===== src/rtl/player_motion.sv =====
// Player-ship controller: clamped fixed-step movement with focus mode and an
// ALIVE/INVULN/DEAD life state machine driving blink and dead indications.
module player_motion #(
    parameter int W            = 10,
    parameter int X_MIN        = 20,
    parameter int X_MAX        = 425,
    parameter int Y_MIN        = 25,
    parameter int Y_MAX        = 455,
    parameter int X_START      = 220,
    parameter int Y_START      = 360,
    parameter int FAST_STEP    = 10,
    parameter int SLOW_STEP    = 4,
    parameter int LIVES        = 3,
    parameter int INVULN_TICKS = 32
) (
    input  logic         clk22,
    input  logic         rst,
    input  logic         gameover,
    input  logic [3:0]   btnstate,
    input  logic         focus,
    input  logic         hit,
    output logic [W-1:0] posx,
    output logic [W-1:0] posy,
    output logic [2:0]   lives,
    output logic         invuln,
    output logic         blink,
    output logic         dead
);
    typedef enum logic [1:0] {
        ALIVE  = 2'b00,
        INVULN = 2'b01,
        DEAD   = 2'b10
    } state_t;

    localparam logic [W-1:0] X_MIN_L   = W'(X_MIN);
    localparam logic [W-1:0] X_MAX_L   = W'(X_MAX);
    localparam logic [W-1:0] Y_MIN_L   = W'(Y_MIN);
    localparam logic [W-1:0] Y_MAX_L   = W'(Y_MAX);
    localparam logic [W-1:0] X_START_L = W'(X_START);
    localparam logic [W-1:0] Y_START_L = W'(Y_START);
    localparam logic [W-1:0] FAST_L    = W'(FAST_STEP);
    localparam logic [W-1:0] SLOW_L    = W'(SLOW_STEP);
    localparam logic [2:0]   LIVES_L   = 3'(LIVES);
    localparam logic [7:0]   TICKS_L   = 8'(INVULN_TICKS);

    // Extra bit keeps MIN+s and pos+s from wrapping near the range ends.
    function automatic logic [W-1:0] dec_clamp(input logic [W-1:0] pos,
                                               input logic [W-1:0] step,
                                               input logic [W-1:0] lim);
        logic [W-1:0] res;
        if ({1'b0, pos} >= ({1'b0, lim} + {1'b0, step})) begin
            res = pos - step;
        end else begin
            res = lim;
        end
        return res;
    endfunction

    function automatic logic [W-1:0] inc_clamp(input logic [W-1:0] pos,
                                               input logic [W-1:0] step,
                                               input logic [W-1:0] lim);
        logic [W-1:0] res;
        if (({1'b0, pos} + {1'b0, step}) <= {1'b0, lim}) begin
            res = pos + step;
        end else begin
            res = lim;
        end
        return res;
    endfunction

    state_t       state_r, state_s;
    logic [7:0]   cnt_r, cnt_s;
    logic [W-1:0] step_s, movx_s, movy_s, posx_s, posy_s;
    logic [2:0]   lives_s;

    // Candidate moved position for this tick, independent per axis.
    always_comb begin
        step_s = focus ? SLOW_L : FAST_L;
        case (btnstate[1:0])
            2'b10:   movx_s = dec_clamp(posx, step_s, X_MIN_L);
            2'b01:   movx_s = inc_clamp(posx, step_s, X_MAX_L);
            default: movx_s = posx;
        endcase
        case (btnstate[3:2])
            2'b10:   movy_s = dec_clamp(posy, step_s, Y_MIN_L);
            2'b01:   movy_s = inc_clamp(posy, step_s, Y_MAX_L);
            default: movy_s = posy;
        endcase
    end

    // Life state machine: next state, position, lives and invuln counter.
    always_comb begin
        state_s = state_r;
        cnt_s   = cnt_r;
        posx_s  = posx;
        posy_s  = posy;
        lives_s = lives;
        case (state_r)
            ALIVE: begin
                if (hit) begin
                    if (lives == 3'd1) begin
                        state_s = DEAD;
                        lives_s = 3'd0;
                    end else begin
                        state_s = INVULN;
                        lives_s = lives - 3'd1;
                        posx_s  = X_START_L;
                        posy_s  = Y_START_L;
                        cnt_s   = TICKS_L;
                    end
                end else begin
                    posx_s = movx_s;
                    posy_s = movy_s;
                end
            end
            INVULN: begin
                posx_s = movx_s;
                posy_s = movy_s;
                if (cnt_r == 8'd1) begin
                    state_s = ALIVE;
                    cnt_s   = 8'd0;
                end else begin
                    cnt_s = cnt_r - 8'd1;
                end
            end
            DEAD: begin
                state_s = DEAD;
            end
            default: begin
                state_s = ALIVE;
                cnt_s   = 8'd0;
            end
        endcase
    end

    // State and output registers; gameover restarts exactly like rst.
    always_ff @(posedge clk22) begin
        if (rst || gameover) begin
            state_r <= ALIVE;
            cnt_r   <= 8'd0;
            posx    <= X_START_L;
            posy    <= Y_START_L;
            lives   <= LIVES_L;
            invuln  <= 1'b0;
            blink   <= 1'b0;
            dead    <= 1'b0;
        end else begin
            state_r <= state_s;
            cnt_r   <= cnt_s;
            posx    <= posx_s;
            posy    <= posy_s;
            lives   <= lives_s;
            invuln  <= (state_s == INVULN);
            blink   <= (state_s == INVULN) & cnt_s[2];
            dead    <= (state_s == DEAD);
        end
    end
endmodule


===== config.mk =====
export PLATFORM = sky130hd
export DESIGN_NAME = player_motion
export DESIGN_NICKNAME = d
export VERILOG_FILES = /design/src/rtl/player_motion.sv
export SDC_FILE = /design/constraint.sdc
export NUM_CORES = 1
export LEC_CHECK = 0
export ABC_AREA = 1
export BUFFER_PORTS_ARGS = -buffer_cell sky130_fd_sc_hd__buf_2
export CORE_MARGIN = 2
export CORE_UTILIZATION = 60
export DETAILED_ROUTE_END_ITERATION = 8
export GPL_ROUTABILITY_DRIVEN = 0
export GPL_TIMING_DRIVEN = 0
export PLACE_DENSITY_LB_ADDON = 0.08
export SETUP_SLACK_MARGIN = 0.1
export SLEW_MARGIN = 20
export SYNTH_ARGS = -nofsm -noshare
export SYNTH_HDL_FRONTEND = slang
export SYNTH_SLANG_ARGS = --single-unit

===== constraint.sdc =====
create_clock -name clk22 -period 2.8 [get_ports clk22]
set_input_delay 0.42 -clock clk22 [delete_from_list [all_inputs] [get_ports clk22]]
set_output_delay 0.42 -clock clk22 [all_outputs]
set_load 0.005 [all_outputs]

== Yosys cells after proc, flatten, opt, wreduce, memory -nomap -nowiden ==
Index checks and enable logic that the tools add are counted.

* Bits in registers: 36
* Latch bits: 0
* Bits in writable memories: 0
* ROM bits: 0
* Input bits: 9
* Output and inout bits: 26
* Word-level logic and storage cells: 66
* Memories: 0

* Add/subtract/negate cells: 10
* Multiply operators: 0
* Div/mod/pow operators: 0
* Order comparisons: 4
* Equality and inequality tests: 13
* Shift-type cells: 0
* Multiplexer cells: 22
* Bitwise operators: 2
* Reductions and logical operators: 6

{| class="wikitable"
|+ Operators with widths
! operator !! number
|-
| $mux W10 || 8
|-
| $pmux W10 S2 || 4
|-
| $mux W8 || 3
|-
| $pmux W8 S3 || 1
|-
| $add A10 B4 Y11 || 2
|-
| $le A11 B9 Y1 const B || 2
|-
| $add A10 B4 Y10 || 2
|-
| $ge A10 B6 Y1 || 2
|-
| $sub A10 B4 Y10 || 2
|-
| $add A5 B4 Y6 const A || 2
|-
| $eq A2 B1 Y1 const B || 4
|-
| $eq A2 B2 Y1 const B || 4
|-
| $eq A8 B1 Y1 const B || 1
|-
| $sub A8 B1 Y8 const B || 1
|-
| $mux W2 || 3
|-
| $pmux W2 S3 || 1
|-
| $mux W4 || 1
|-
| $ne A2 B2 Y1 const B || 2
|-
| $reduce_and A2 Y1 || 2
|-
| $eq A3 B1 Y1 const B || 1
|-
| $mux W3 || 1
|-
| $ne A3 B3 Y1 const B || 1
|-
| $reduce_and A3 Y1 || 1
|-
| $sub A3 B1 Y3 const B || 1
|-
| other kinds (5) || 5
|}

== Longest topological paths before layout ==
* Depth in word-level cells: 7
* Mapped depth: 19
* Mapped depth without buffers: 19

== Least setup slack after synthesis ==
No wires, ideal clock.

* Kind: input to register
* From: input port focus
* To: register posy[3]
* Library setup time: 115 ps
* Data arrival time: 2341 ps
* Path slack: 345 ps
* Stages: 18
* Buffers on the path: 0
* Cells stage by stage: inv_1 ha_1 inv_1 fa_1 inv_1 nand2_1 nand2_2 nand3_1 nand2_1 nand2_1 nor2_2 nand3_2 nand2_2 o21ai_1 nand2_1 nand2_1 nand2_1 nand2_1

* Word-level cells in the longest chain between the ends: 7
* Elaborated cells between the ends (all ways): 12
* Classes of those cells: add/sub: 4; order compare: 2; mux: 6

{| class="wikitable"
|+ Ends and longest elaborated chain
! element !! line !! source
|-
| from (decl) || 20 || <nowiki>input logic focus,</nowiki>
|-
| $mux W4 (*) || 78 || <nowiki>step_s = focus ? SLOW_L : FAST_L;</nowiki>
|-
| $add A10 B4 Y11 / $add A5 B4 Y6 (equally long branches) || 63, 51 ||
|-
| $le A11 B9 Y1 / $ge A10 B6 Y1 (equally long branches) || 63, 51 ||
|-
| $mux W10 (on tied branches) || 63, 51 ||
|-
| $pmux W10 S2 (*) || 84 || <nowiki>case (btnstate[3:2])</nowiki>
|-
| $mux W10 || 100 || <nowiki>if (hit) begin</nowiki>
|-
| $pmux W10 S2 (*) || 98 || <nowiki>case (state_r)</nowiki>
|-
| to (signal assigned) || 151 || <nowiki>posy <= posy_s;</nowiki>
|-
| to (decl) || 23 || <nowiki>output logic [W-1:0] posy,</nowiki>
|}

Every way passes the cells marked *; elsewhere a longest branch is shown, timed or not.
A chain may end at the register's enable or synchronous reset.

== Worst setup path after layout ==
Same ends and word-level chain as after synthesis.

==> reports/results.ini <==
[global_routing]
antenna_found_initial=0
grt_start_max_net_pins=13
grt_usage_pct=27.6
first_global_vias=3056
grt_pass1_wl_um=13600
gr-total-overflow=0

[cts]
clk_pin_slew_ps=70
clkSinkCount=36
clock-root-buffer=clkbuf_8
cts_buffers=5
clock_path_buffers=2
clock_latency_ps=290
cts_tree=yes
cts_htree_levels=2

[power_and_ir_drop]
pwr-share-comb_pct=29.0
p_int_uw=874
sequentialPowerShare_pct=41.6
p_sw_uw=460
power_density_nw_per_um2=372
vdd_drop_max_mv=0.307
swShare_pct=34.5
clock_power_share_pct=29.3
p_leak_uw=0.00179

[yosys]
ys.flop_type=dfxtp_1
synth-simple-area-share_pct=36.2
netlist_instances=503
synth-compound-area-share_pct=16.6
async_flop_share_pct=0
synth_enable_flop_cells=0
synth-seq-cells=36
ys_types=41
synthAdderAreaFrac_pct=11.5
synth_top_family_by_area=simple AND/OR/NAND/NOR gates
yosysTopAreaCell=dfxtp_1
synth_area_leaders=dfxtp_1 22%, nand2_1 17%, ha_1 9.0%, a21oi_1 8.7%, inv_1 7.1%
seq_area_frac_synth_pct=22.5
synth_fp_nets=539
yosysWarnings=0
synth_mux_area_share_pct=0
synth_area_per_cell_um2=6.37
yosysTopAreaCellShare_pct=22.5
synthXorXnorAreaFrac_pct=2.46
synth_area_um2=3200

[critical_path]
worstRegToRegCells=14
r2r_end=posy[3]$_SDFFE_PP1P_
required_ps=3030
worst_path_max_delay_cell=fa_1
worst-path-stages=15
end_kind=flip-flop
cp_slowest_stage_delay_ps=450
crit_top_cell=nand2_1
r2r_slack_ps=450
crit_path_cell_trace=buf_2, clkinvlp_4, buf_4, fa_1, inv_1, nand2_1, nand2_2, nand4_1, o21ai_2, nand2_2, o21ai_1, nand2_1, nand2_1, nand2_1, nand2_1
crit_buf_inv=4
cp_top_family=simple AND/OR/NAND/NOR gates
cp.arrival_ps=2640
worstPathMaxFanout=8
reg2reg_from=posy[1]$_SDFFE_PP0P_
start_kind=input pin
worstSetupPathType=input pin to flip-flop

[layout]
drive_gt1_share_pct=16.6
area_delta_synth_final_pct=11.9
final_cells=618
antennaDiodeCount=0
fin_area_um2=3590
nets=583

[routing]
drc_errors=0
wl_per_cell_um=12.8
drtIter0Drc=296
antenna_left=0
routed_via_density=5.50
dr.pass1.iters=5
vias=3398
drt-total-wl_um=7900

[timing]
worstMarginPinSlew_ps=662
fin_ws_ps=391
drv_slew=0
layout_min_cycle_time_ps=2410
hold_viol=0
whs_ps=442
fin_skew_ps=8.40
finalSetupTns_ps=0
finalCritPeriodShare_pct=86.0
timing.fmax_ghz=0.415
relSlewSlack_pct=55.8
grt_setup_unrepaired=false
finalSetupViolations=0

[place]
place_area_um2=3460
io_buffers=34
dp_hpwl_um=6030
dp_cells=607
post-place-ws_ps=-252

[worst_hold_path]
hp-class=input pin to flip-flop
min_path_cells=4
hp-start=rst
hold_end=posy[7]$_SDFFE_PP0P_

[die]
io_pins=35
initial_utilization_pct=62.3
die_y_um=77.1
rows=26
dieArea_um2=5940
coreArea_um2=5140
die_width_um=77.1

[flow_run]
cap_violations=0

[status]
status=finished, final reports clean

[state kept, by name, indices dropped and copies added, names as in the netlist]
register / cells
posy: 10
dead: 1
cnt_r: 8
invuln: 1
posx: 10
lives: 3
state_r: 2
blink: 1
[power by group through the flow]
stage	Combinational, uW	Clock, uW	Sequential [uW]
after global routing	443	421	558
after detailed placement	377	0	567
after floorplan	288	0	562
final	387	391	555
after global placement	369	0	566
after CTS	380	403	555
[synth_stat cells, types with 2 or more instances]
cell type and instances:
nor2_1 27, nand4_1 5, dfxtp_1 36, o21ai_1 9, or2_2 3, a21oi_2 2
o211ai_1 2, ha_1 23, inv_2 3, a21oi_1 56, nor2_2 7, fa_1 4
o21ai_2 3, and3_1 2, nand2_1 147, nand2_2 10, clkinv_1 2, a31oi_1 2
nand3_2 4, xor2_1 9, o21ai_0 14, nor3_1 8, clkbuf_1 4, clkbuf_8 3
inv_1 61, nand3b_1 2, nand3_1 41
[per-layer routing]
layer	vias to the layer above	routed length (um)	GRT usage, %
met4	0	48	6.96
met5	-	0	0
li1	1718	-	-
met1	1554	3620	38.2
met2	119	3690	44.9
met3	7	546	4.35
[repair_timing]
| item | in CTS | in global routing |
|---|---|---|
| pin swaps | 0 | 0 |
| setup endpoints to repair | 8 | 18 |
| hold buffers | 0 | 0 |
| endpoints found under the hold margin | 0 | 0 |
| resized for setup | 1 | 0 |
| setup buffers | 0 | 3 |
[cell type report]
class	instances	area, um2
Multi-Input combinational cell	389	2140
Fill cell	484	1550
Sequential cell	36	721
Inverter	67	258
Timing Repair Buffer	37	193
Buffer	11	90.1
Tap cell	70	87.6
Clock buffer	6	82.6
Clock inverter	2	15.0
[worst max-delay path by stage]
| stage | start | end | slack [ps] |
|---|---|---|---|
| 3_3_place_gp | focus | posy[8]$_SDFFE_PP1P_ | -200 |
| 4_1_cts | focus | posy[3]$_SDFFE_PP1P_ | 250 |
| 3_5_place_dp | focus | posy[8]$_SDFFE_PP1P_ | -250 |
| 2_1_floorplan | focus | posy[3]$_SDFFE_PP1P_ | 340 |
| 5_1_grt | focus | posy[8]$_SDFFE_PP1P_ | 140 |
| 6_report | focus | posy[3]$_SDFFE_PP1P_ | 390 |
[worst register-to-register path, stage by stage, from the launching register on]
cell	delay, ps
dfxtp_1	390
ha_1	250
inv_1	70
fa_1	400
inv_1	70
nand2_1	80
nand2_2	140
nand4_1	120
o21ai_2	270
nand2_2	120
o21ai_1	160
nand2_1	70
nand2_1	60
nand2_1	40
nand2_1	50
[cell families after synthesis]
kind of cell,after synthesis
simple gates,259
compound gates,94
flops,36
buf+inv,78
xor+xnor,9
fa+ha+maj,27
[stage by stage]
stage	total power [uW]	utilization, %
after floorplan	851	-
after global placement	935	67.4
after detailed placement	944	67.4
after CTS	1340	69.3
after global routing	1420	69.8
final	1330	69.8
[cell usage in the layout, fill, tap and decap left out, drive strengths merged]
| cell type | count |
|---|---|
| and2 | 1 |
| and3 | 2 |
| nand2 | 157 |
| or2 | 3 |
| o21bai | 1 |
| xor2 | 9 |
| a31o | 1 |
| o2111ai | 1 |
| o22ai | 1 |
| nor3 | 8 |
| clkinv | 2 |
| nand3b | 3 |
| ha | 23 |
| nand4 | 5 |
| fa | 4 |
| dfxtp | 36 |
| clkinvlp | 3 |
| o211ai | 2 |
| o21ai | 26 |
| a21oi | 58 |
| clkdlybuf4s25 | 1 |
| inv | 64 |
| o31ai | 1 |
| clkbuf | 13 |
| buf | 40 |
| nand3 | 45 |
| a31oi | 2 |
| a211oi | 1 |
| nor2 | 35 |
No activity file was read; power rests on OpenSTA's default activity.
